$ cat config.mk
export PLATFORM = sky130hd
export DESIGN_NAME = dm_sba_arbiter
export DESIGN_NICKNAME = d
export VERILOG_FILES = /design/src/rtl/dm_sba_arbiter_pkg.sv /design/src/rtl/dm_sba_id_fifo.sv /design/src/rtl/dm_sba_arbiter.sv
export SDC_FILE = /design/constraint.sdc
export NUM_CORES = 1
export LEC_CHECK = 0
export BUFFER_PORTS_ARGS = -buffer_cell sky130_fd_sc_hd__buf_4
export CAP_MARGIN = 20
export CORE_AREA = 2 2 108 110
export CTS_CLUSTER_SIZE = 12
export DETAILED_ROUTE_END_ITERATION = 16
export DIE_AREA = 0 0 110 112
export PLACE_DENSITY = 0.63
export SKIP_LAST_GASP = 1
export SLEW_MARGIN = 10
export SYNTH_ARGS = -nofsm -noshare
export SYNTH_HDL_FRONTEND = slang
export SYNTH_SLANG_ARGS = --single-unit
export TNS_END_PERCENT = 30
$ cat constraint.sdc
create_clock -name clk_i -period 2.15 [get_ports clk_i]
set_input_delay 0.1075 -clock clk_i [delete_from_list [all_inputs] [get_ports clk_i]]
set_output_delay 0.1075 -clock clk_i [all_outputs]
set_load 0.05 [all_outputs]
$ cat src/rtl/dm_sba_arbiter_pkg.sv
// Shared types and constants for the debug-module system-bus arbiter.
//   SbaMaxOutstanding : default number of granted-but-unanswered transactions
//   SbaBusWidth       : default bus width used by sba_req_t
//   sba_req_t         : one requester's address phase (we, addr, be, wdata)
//   ptr_width()       : FIFO pointer width, never less than one bit
package dm_sba_arbiter_pkg;

  localparam int unsigned SbaMaxOutstanding = 2;
  localparam int unsigned SbaBusWidth       = 32;

  typedef struct packed {
    logic                     we;
    logic [SbaBusWidth-1:0]   addr;
    logic [SbaBusWidth/8-1:0] be;
    logic [SbaBusWidth-1:0]   wdata;
  } sba_req_t;

  function automatic int unsigned ptr_width(int unsigned depth);
    return (depth > 1) ? $clog2(depth) : 1;
  endfunction

endpackage

$ cat src/rtl/dm_sba_id_fifo.sv
// In-order FIFO of requester indices for granted bus transactions.
//   clk_i, rst_ni : clock, asynchronous active-low reset (clears contents)
//   push_i/data_i : enqueue an index
//   pop_i/data_o  : dequeue; data_o shows the oldest entry
//   full_o/empty_o: occupancy flags
module dm_sba_id_fifo
  import dm_sba_arbiter_pkg::*;
#(
  parameter int unsigned Depth = 2,
  parameter int unsigned Width = 1
) (
  input  logic             clk_i,
  input  logic             rst_ni,
  input  logic             push_i,
  input  logic             pop_i,
  input  logic [Width-1:0] data_i,
  output logic [Width-1:0] data_o,
  output logic             full_o,
  output logic             empty_o
);

  localparam int unsigned PtrW = ptr_width(Depth);
  localparam int unsigned CntW = $clog2(Depth + 1);

  logic [Width-1:0] mem_q [Depth];
  logic [PtrW-1:0]  rptr_q, wptr_q;
  logic [CntW-1:0]  cnt_q;

  function automatic logic [PtrW-1:0] ptr_inc(logic [PtrW-1:0] p);
    return (p == PtrW'(Depth - 1)) ? '0 : p + 1'b1;
  endfunction

  assign data_o  = mem_q[rptr_q];
  assign full_o  = (cnt_q == CntW'(Depth));
  assign empty_o = (cnt_q == '0);

  always_ff @(posedge clk_i or negedge rst_ni) begin
    if (!rst_ni) begin
      for (int i = 0; i < int'(Depth); i++) mem_q[i] <= '0;
      rptr_q <= '0;
      wptr_q <= '0;
      cnt_q  <= '0;
    end else begin
      if (push_i) begin
        mem_q[wptr_q] <= data_i;
        wptr_q        <= ptr_inc(wptr_q);
      end
      if (pop_i) rptr_q <= ptr_inc(rptr_q);
      // Simultaneous push and pop leaves the occupancy unchanged.
      if (push_i && !pop_i) cnt_q <= cnt_q + 1'b1;
      else if (!push_i && pop_i) cnt_q <= cnt_q - 1'b1;
    end
  end

endmodule

$ cat src/rtl/dm_sba_arbiter.sv
// Round-robin arbiter sharing the debug module's system-bus master port.
//   req_i/we_i/addr_i/be_i/wdata_i : per-requester address phase (flattened)
//   gnt_o                          : one-hot grant, combinational from master_gnt_i
//   r_valid_o/r_rdata_o            : response routed to the issuing requester
//   master_*                       : the shared bus master port
//   resp_err_o                     : pulse on a response with nothing outstanding
module dm_sba_arbiter
  import dm_sba_arbiter_pkg::*;
#(
  parameter int unsigned NrMasters      = 2,
  parameter int unsigned BusWidth       = 32,
  parameter int unsigned MaxOutstanding = SbaMaxOutstanding
) (
  input  logic                            clk_i,
  input  logic                            rst_ni,
  input  logic [NrMasters-1:0]            req_i,
  input  logic [NrMasters-1:0]            we_i,
  input  logic [NrMasters*BusWidth-1:0]   addr_i,
  input  logic [NrMasters*BusWidth/8-1:0] be_i,
  input  logic [NrMasters*BusWidth-1:0]   wdata_i,
  output logic [NrMasters-1:0]            gnt_o,
  output logic [NrMasters-1:0]            r_valid_o,
  output logic [BusWidth-1:0]             r_rdata_o,
  output logic                            master_req_o,
  output logic [BusWidth-1:0]             master_add_o,
  output logic                            master_we_o,
  output logic [BusWidth-1:0]             master_wdata_o,
  output logic [BusWidth/8-1:0]           master_be_o,
  input  logic                            master_gnt_i,
  input  logic                            master_r_valid_i,
  input  logic [BusWidth-1:0]             master_r_rdata_i,
  output logic                            resp_err_o
);

  localparam int unsigned IdxW = $clog2(NrMasters);
  localparam int unsigned BeW  = BusWidth / 8;

  logic [IdxW-1:0] rr_q, rr_d;
  logic            lock_q, lock_d;
  logic [IdxW-1:0] lock_idx_q, lock_idx_d;

  logic            win_valid;
  logic [IdxW-1:0] win_idx;
  logic            fifo_full, fifo_empty;
  logic [IdxW-1:0] head_idx;
  logic            grant, pop;

  // Winner: the locked index, otherwise the first requester at or after rr_q.
  always_comb begin
    int unsigned cand;
    win_valid = 1'b0;
    win_idx   = '0;
    cand      = 0;
    if (lock_q) begin
      win_valid = 1'b1;
      win_idx   = lock_idx_q;
    end else begin
      for (int unsigned i = 0; i < NrMasters; i++) begin
        cand = (int'(rr_q) + i) % NrMasters;
        if (!win_valid && req_i[cand]) begin
          win_valid = 1'b1;
          win_idx   = IdxW'(cand);
        end
      end
    end
  end

  // Outputs are forced low while reset is held so nothing leaks onto the bus.
  always_comb begin
    master_req_o   = rst_ni & win_valid & ~fifo_full;
    grant          = master_req_o & master_gnt_i;
    pop            = rst_ni & master_r_valid_i & ~fifo_empty;
    resp_err_o     = rst_ni & master_r_valid_i & fifo_empty;
    gnt_o          = grant ? (NrMasters'(1) << win_idx) : '0;
    r_valid_o      = pop ? (NrMasters'(1) << head_idx) : '0;
    r_rdata_o      = pop ? master_r_rdata_i : '0;
    master_add_o   = '0;
    master_we_o    = 1'b0;
    master_wdata_o = '0;
    master_be_o    = '0;
    if (rst_ni && win_valid) begin
      master_add_o   = addr_i[int'(win_idx)*BusWidth +: BusWidth];
      master_we_o    = we_i[win_idx];
      master_wdata_o = wdata_i[int'(win_idx)*BusWidth +: BusWidth];
      master_be_o    = be_i[int'(win_idx)*BeW +: BeW];
    end
  end

  // A request left ungranted is locked so its address phase stays stable.
  always_comb begin
    rr_d       = rr_q;
    lock_d     = lock_q;
    lock_idx_d = lock_idx_q;
    if (grant) begin
      rr_d   = (win_idx == IdxW'(NrMasters - 1)) ? '0 : win_idx + 1'b1;
      lock_d = 1'b0;
    end else if (master_req_o) begin
      lock_d     = 1'b1;
      lock_idx_d = win_idx;
    end
  end

  always_ff @(posedge clk_i or negedge rst_ni) begin
    if (!rst_ni) begin
      rr_q       <= '0;
      lock_q     <= 1'b0;
      lock_idx_q <= '0;
    end else begin
      rr_q       <= rr_d;
      lock_q     <= lock_d;
      lock_idx_q <= lock_idx_d;
    end
  end

  dm_sba_id_fifo #(
    .Depth (MaxOutstanding),
    .Width (IdxW)
  ) u_id_fifo (
    .clk_i   (clk_i),
    .rst_ni  (rst_ni),
    .push_i  (grant),
    .pop_i   (pop),
    .data_i  (win_idx),
    .data_o  (head_idx),
    .full_o  (fifo_full),
    .empty_o (fifo_empty)
  );

endmodule

== Yosys cells after proc, flatten, opt, wreduce, memory -nomap -nowiden ==
Cells that the tools add are included.
Word-level totals
  register bits after elaboration: 9
  input bits: 176
  output and inout port bits: 107
  logic and storage cells: 82
Operators by class
  add/subtract/negate cells: 6
  $lt $le $gt $ge: 6
  equal/unequal tests: 1
  shifts and indexed selects: 5
  multiplexer cells: 33
  bitwise gates (word level): 11
  reduce and logical (&&, ||, !) cells: 12
Operator list (number)
  $shiftx A64 B7 Y32: 2
  $mux W32: 3
  $mux W1: 23
  $mux W2: 4
  $shiftx A8 B4 Y4: 1
  $and A1 B1 Y1: 6
  $lt A1 B2 Y1 const B: 3
  $logic_and A1 B1 Y1: 5
  $add A1 B1 Y1 const B: 4
  $ge A2 B2 Y1 const B: 2
  $mux W4: 1
  $not A1 Y2: 2
  $reduce_bool A2 Y1: 2
  $shl A1 B1 Y2 const A: 2
  $logic_not A1 Y1: 3
  $not A1 Y1: 3
  $add A2 B1 Y2 const B: 1
  $bwmux W2: 1
  $eq A2 B2 Y1 const B: 1
  $logic_not A2 Y1: 1
  $lt A2 B1 Y1 const B: 1
  $reduce_and A2 Y1: 1
  $sub A2 B1 Y2 const B: 1
  $demux W1 S1: 1

== Logic depth before layout (Yosys ltp) ==
  word-level depth: 15
  mapped depth: 8

== Hierarchy ==
Synthesis repeated with hierarchy kept, for this count alone.
Second synthesis, totals
  cell total of the unflattened synthesis: 329
  area total of the unflattened synthesis: 2422.3 µm²
By module, submodules not included
  dm_sba_arbiter: instances 1, cells each 308, area each 2153.3 µm²
  dm_sba_id_fifo: instances 1, cells each 21, area each 269.0 µm²

== Worst setup path after synthesis ==
OpenSTA, ideal clock, no wires.
  path kind: register to output
  start point: reg rr_q
  end point: out master_add_o[0]
  data arrival time: 1912 ps
  required time: 2043 ps
  slack: 131 ps
  stages on the path, launching flop included: 6
  path buffers: 2
  cell sequence: dfrtp_1 -> nand2b_1 -> a22oi_1 -> buf_4 -> buf_6 -> mux2i_1
Between the ends
  longest elaborated chain between the ends: 10
Ends and longest elaborated chain
  start, declared: RTL line dm_sba_arbiter.sv:38  | logic [IdxW-1:0] rr_q, rr_d;
  start signal, assigned: RTL line dm_sba_arbiter.sv:109  | rr_q <= rr_d;
  $mux W1 (implied by the code) (2 in a row): RTL line dm_sba_arbiter.sv:60  | if (!win_valid && req_i[cand]) begin
  $mux W1: RTL line dm_sba_arbiter.sv:60
  $mux W1: RTL line dm_sba_arbiter.sv:54  | if (lock_q) begin
  $logic_not A1 Y1: RTL line dm_sba_arbiter.sv:60
  $logic_and A1 B1 Y1: RTL line dm_sba_arbiter.sv:60
  $mux W1: RTL line dm_sba_arbiter.sv:60
  $mux W1: RTL line dm_sba_arbiter.sv:54
  $shiftx A64 B7 Y32 / $logic_and A1 B1 Y1 (equally long branches): RTL line dm_sba_arbiter.sv:82, dm_sba_arbiter.sv:81
  $mux W32 *: RTL line dm_sba_arbiter.sv:81  | if (rst_ni && win_valid) begin
  end, declared: RTL line dm_sba_arbiter.sv:25  | output logic [BusWidth-1:0] master_add_o,
Mark *: on every way between the ends. The rest lies on a longest branch, timed or not. The select of a mux whose other input is x is not followed.

== Worst setup path in the final report ==
  start point: in rst_ni
  end point: out master_add_o[4]
Between the ends
  longest elaborated chain between the ends: 2
Ends and longest elaborated chain
  start, declared: RTL line dm_sba_arbiter.sv:15  | input logic rst_ni,
  $logic_and A1 B1 Y1: RTL line dm_sba_arbiter.sv:81
  $mux W32: RTL line dm_sba_arbiter.sv:81
No other way between the ends.

==> flow_summary.toml <==
[run_status]
status = "complete, no violations"

[grt]
grt_max_degree = 83
grt_usage = 0.123
grt_pass1_wl_mm = 12.4
grt_overflow = 0
antenna_found_initial = 0
grt_pass1_vias = 2742

[timing]
setup_ws_ns = 0.131
fmax_mhz = 495
finalCritPeriodShare = 0.939
rsz0062_at_grt = "yes"
min_period_ns = 2.02
timing.slew.headroom = 0.756
fin_worst_skew_ns = 0.00278
setup_viol = 0
hold_violations = 0
final_max_slew_viol_count = 0
worst_pin_slew_ns = 0.366

[synthesis]
synthXorXnorAreaFrac = 0.0213
synth_top_family_by_area = "simple AND/OR/NAND/NOR gates"
syn_nets = 488
synth.area.top_cells = "mux2i_1 34%, nand2_1 25%, dfrtp_1 11%"
netlist-cell-type-count = 25
ys_ff_latch = 9
synth_compound_area_frac = 0.0347
synth_warnings = 0
netlist_area_mm2 = 0.00206
synth_seq_area_share = 0.109
synth_mux_area_frac = 0.346
synth_fa_ha_area_frac = 0.00608
synth.top_cell.area_share = 0.340
synth-simple-area-share = 0.387
synth_top_area_cell = "mux2i_1"
avgSynthCellArea_um2 = 6.62
synth_cells = 311

[detailed_routing]
route.detailed.drc = 0
wl_mm = 8.87
drt-initial-drc-count = 143
dr.pass1.iters = 4
wl_met3_um = 562
wl_met2_mm = 4.94
wl_met1_mm = 3.26
routedWlPerCell_um = 12.3
highest_layer = "met4"
vias = 3022
antenna_left = 0
drt-vias-per-instance = 4.20

[pwr]
ir_worst_vdd_v = 0.000589
powerDensity_mw_per_mm2 = 1170
comb_power_share = 0.870
intPower_mw = 2.07
switchingPower_mw = 3.04
clkPwrFrac = 0.063
p_seq_frac = 0.067
netSwitchingFraction = 0.595
p_leak_nw = 2.51

[placed_design]
place_congestion = 0.783
numPlacedInstances = 713
dpl.hpwl_mm = 7.13
pre_cts_slack_ns = 0.376
portBuffers = 282
placed_cell_area_mm2 = 0.00425

[critical_path]
cp_slowest_cell = "dlygate4sd3_1"
crit_cells = 7
reg2reg_slack_ns = 0.46
cpMostUsedCell = "buf_4"
crit_path_start = "rst_ni"
worst-path-buf-inv = 4
crit_family = "buffers and inverters"
crit_arrival_ns = 1.91
worstPathRequired_ns = 2.04
worstPathMaxFanout = 60
r2r_cells = 6
critPathMaxStageDelay_ns = 0.53
path_class = "primary input to output port"
end_kind = "output port"
crit_chain = "dlygate4sd3_1, buf_4, o31a_2, buf_12, nand2_1, mux2i_1, buf_4"
r2r-start = "lock_q"
start_kind = "primary input"
r2r-end = "u_id_fifo.cnt_q[1]"
crit_path_end = "master_add_o[4]"

[final_layout]
final_common_cell = "buf_4"
layout-drive-gt1-share = 0.517
final_cells = 719
fin_nets = 754
final_util = 0.391
area_growth_pct = 112
fin_area_mm2 = 0.00437
layout_common_cells = "284 x buf_4, 139 x nand2_1, 70 x mux2i_1"
n_antenna_cell = 0

[die]
num_io_pins = 283
die_area_mm2 = 0.0123
row_count = 39
start_util = 0.184
die_h_um = 112
core_area_mm2 = 0.0112
fp.dieW_um = 110

[clock_tree]
cts_repair_resize_count = 0
cts_inserted_buffers = 3
cts_tree = "built"
clk_pin_slew_ns = 0.04
clock_path_buffers = 2
cts_setup_buffers = 0
insertion_delay_ns = 0.23
cts_max_level = 1
cts_root_buffer = "clkbuf_16"
clock-sinks = 9

[min_path]
hold_path.class = "primary input to flop"

[job]
drv_cap = 0
[layer usage]
metal / track usage / vias up
li1: - / 1534
met1: 0.133 / 1353
met2: 0.241 / 127
met3: 0.0141 / 8
met4: 0.0346 / 0
met5: 0 / -
[logic make-up after synthesis]
logic type      after synthesis
compound gates                9
xor+xnor                      5
fa+ha+maj                     1
buf+inv                      32
flops                         9
mux                          71
simple gates                184
[Yosys cell counts]
master and n:
nor2b_1 2, and2_1 33, xor2_1 2, buf_6 7, nor3_1 1, a31oi_1 2, mux2i_1 70, dfrtp_1 9
nand2b_1 2, inv_2 2, a41oi_1 4, and2_4 1, nand3_2 1, nand2_1 139, mux2_1 1, ha_1 1
buf_4 2, inv_1 2, xnor2_1 3, nor2_1 5, buf_2 14, a22oi_1 1, o21a_1 1, clkbuf_1 5
o31a_1 1
[through the flow]
stage | hold WS [ns] | total power [mW] | setup TNS [ns]
floorplan | -0.188 | 3.64 | 0
global placement | -0.0564 | 4.75 | 0
CTS | 0.127 | 5.14 | 0
global route | 0.140 | 5.35 | -0.0278
finish | 0.131 | 5.11 | 0
detailed placement | -0.0539 | 4.80 | 0
[registers in the layout, indices dropped and copies added, names as in the netlist]
signal            cells
lock_q                1
rr_q                  1
u_id_fifo.cnt_q       2
u_id_fifo.rptr_q      1
u_id_fifo.wptr_q      1
u_id_fifo.mem_q       2
lock_idx_q            1
[power by group through the flow]
stage / sequential [mW] / clock [mW] / combinational, mW
finish: 0.340 / 0.323 / 4.44
detailed placement: 0.340 / 0 / 4.46
CTS: 0.340 / 0.331 / 4.47
floorplan: 0.319 / 0 / 3.33
global placement: 0.335 / 0 / 4.41
global route: 0.354 / 0.340 / 4.66
[timing repair]
| item | in CTS | in global routing |
|---|---|---|
| hold buffers | 1 | 0 |
| endpoints found under the hold margin | 9 | 0 |
| setup endpoints to repair | 0 | 6 |
[cell type report]
class | instances | area [µm²]
clock buffers | 3 | 75.1
clock inverters | 1 | 5.00
fillers | 1165 | 6810
inverters | 4 | 15.0
multi-input cells | 270 | 1640
flip-flops and latches | 9 | 225
well taps | 143 | 179
repair buffers | 289 | 2230
[how the worst min path moves through the flow]
stage                               endpoint  depth (start not counted)  slack, ns         start
after floorplan                   lock_idx_q                          0      -0.19        rst_ni
after global placement      u_id_fifo.rptr_q                          1      -0.06        rst_ni
after detailed placement    u_id_fifo.rptr_q                          1      -0.05        rst_ni
after CTS                 u_id_fifo.mem_q[0]                          2       0.13  master_gnt_i
after global routing      u_id_fifo.mem_q[1]                          2       0.14  master_gnt_i
final                     u_id_fifo.mem_q[1]                          2       0.13  master_gnt_i
(Power assumes the default switching activity.)
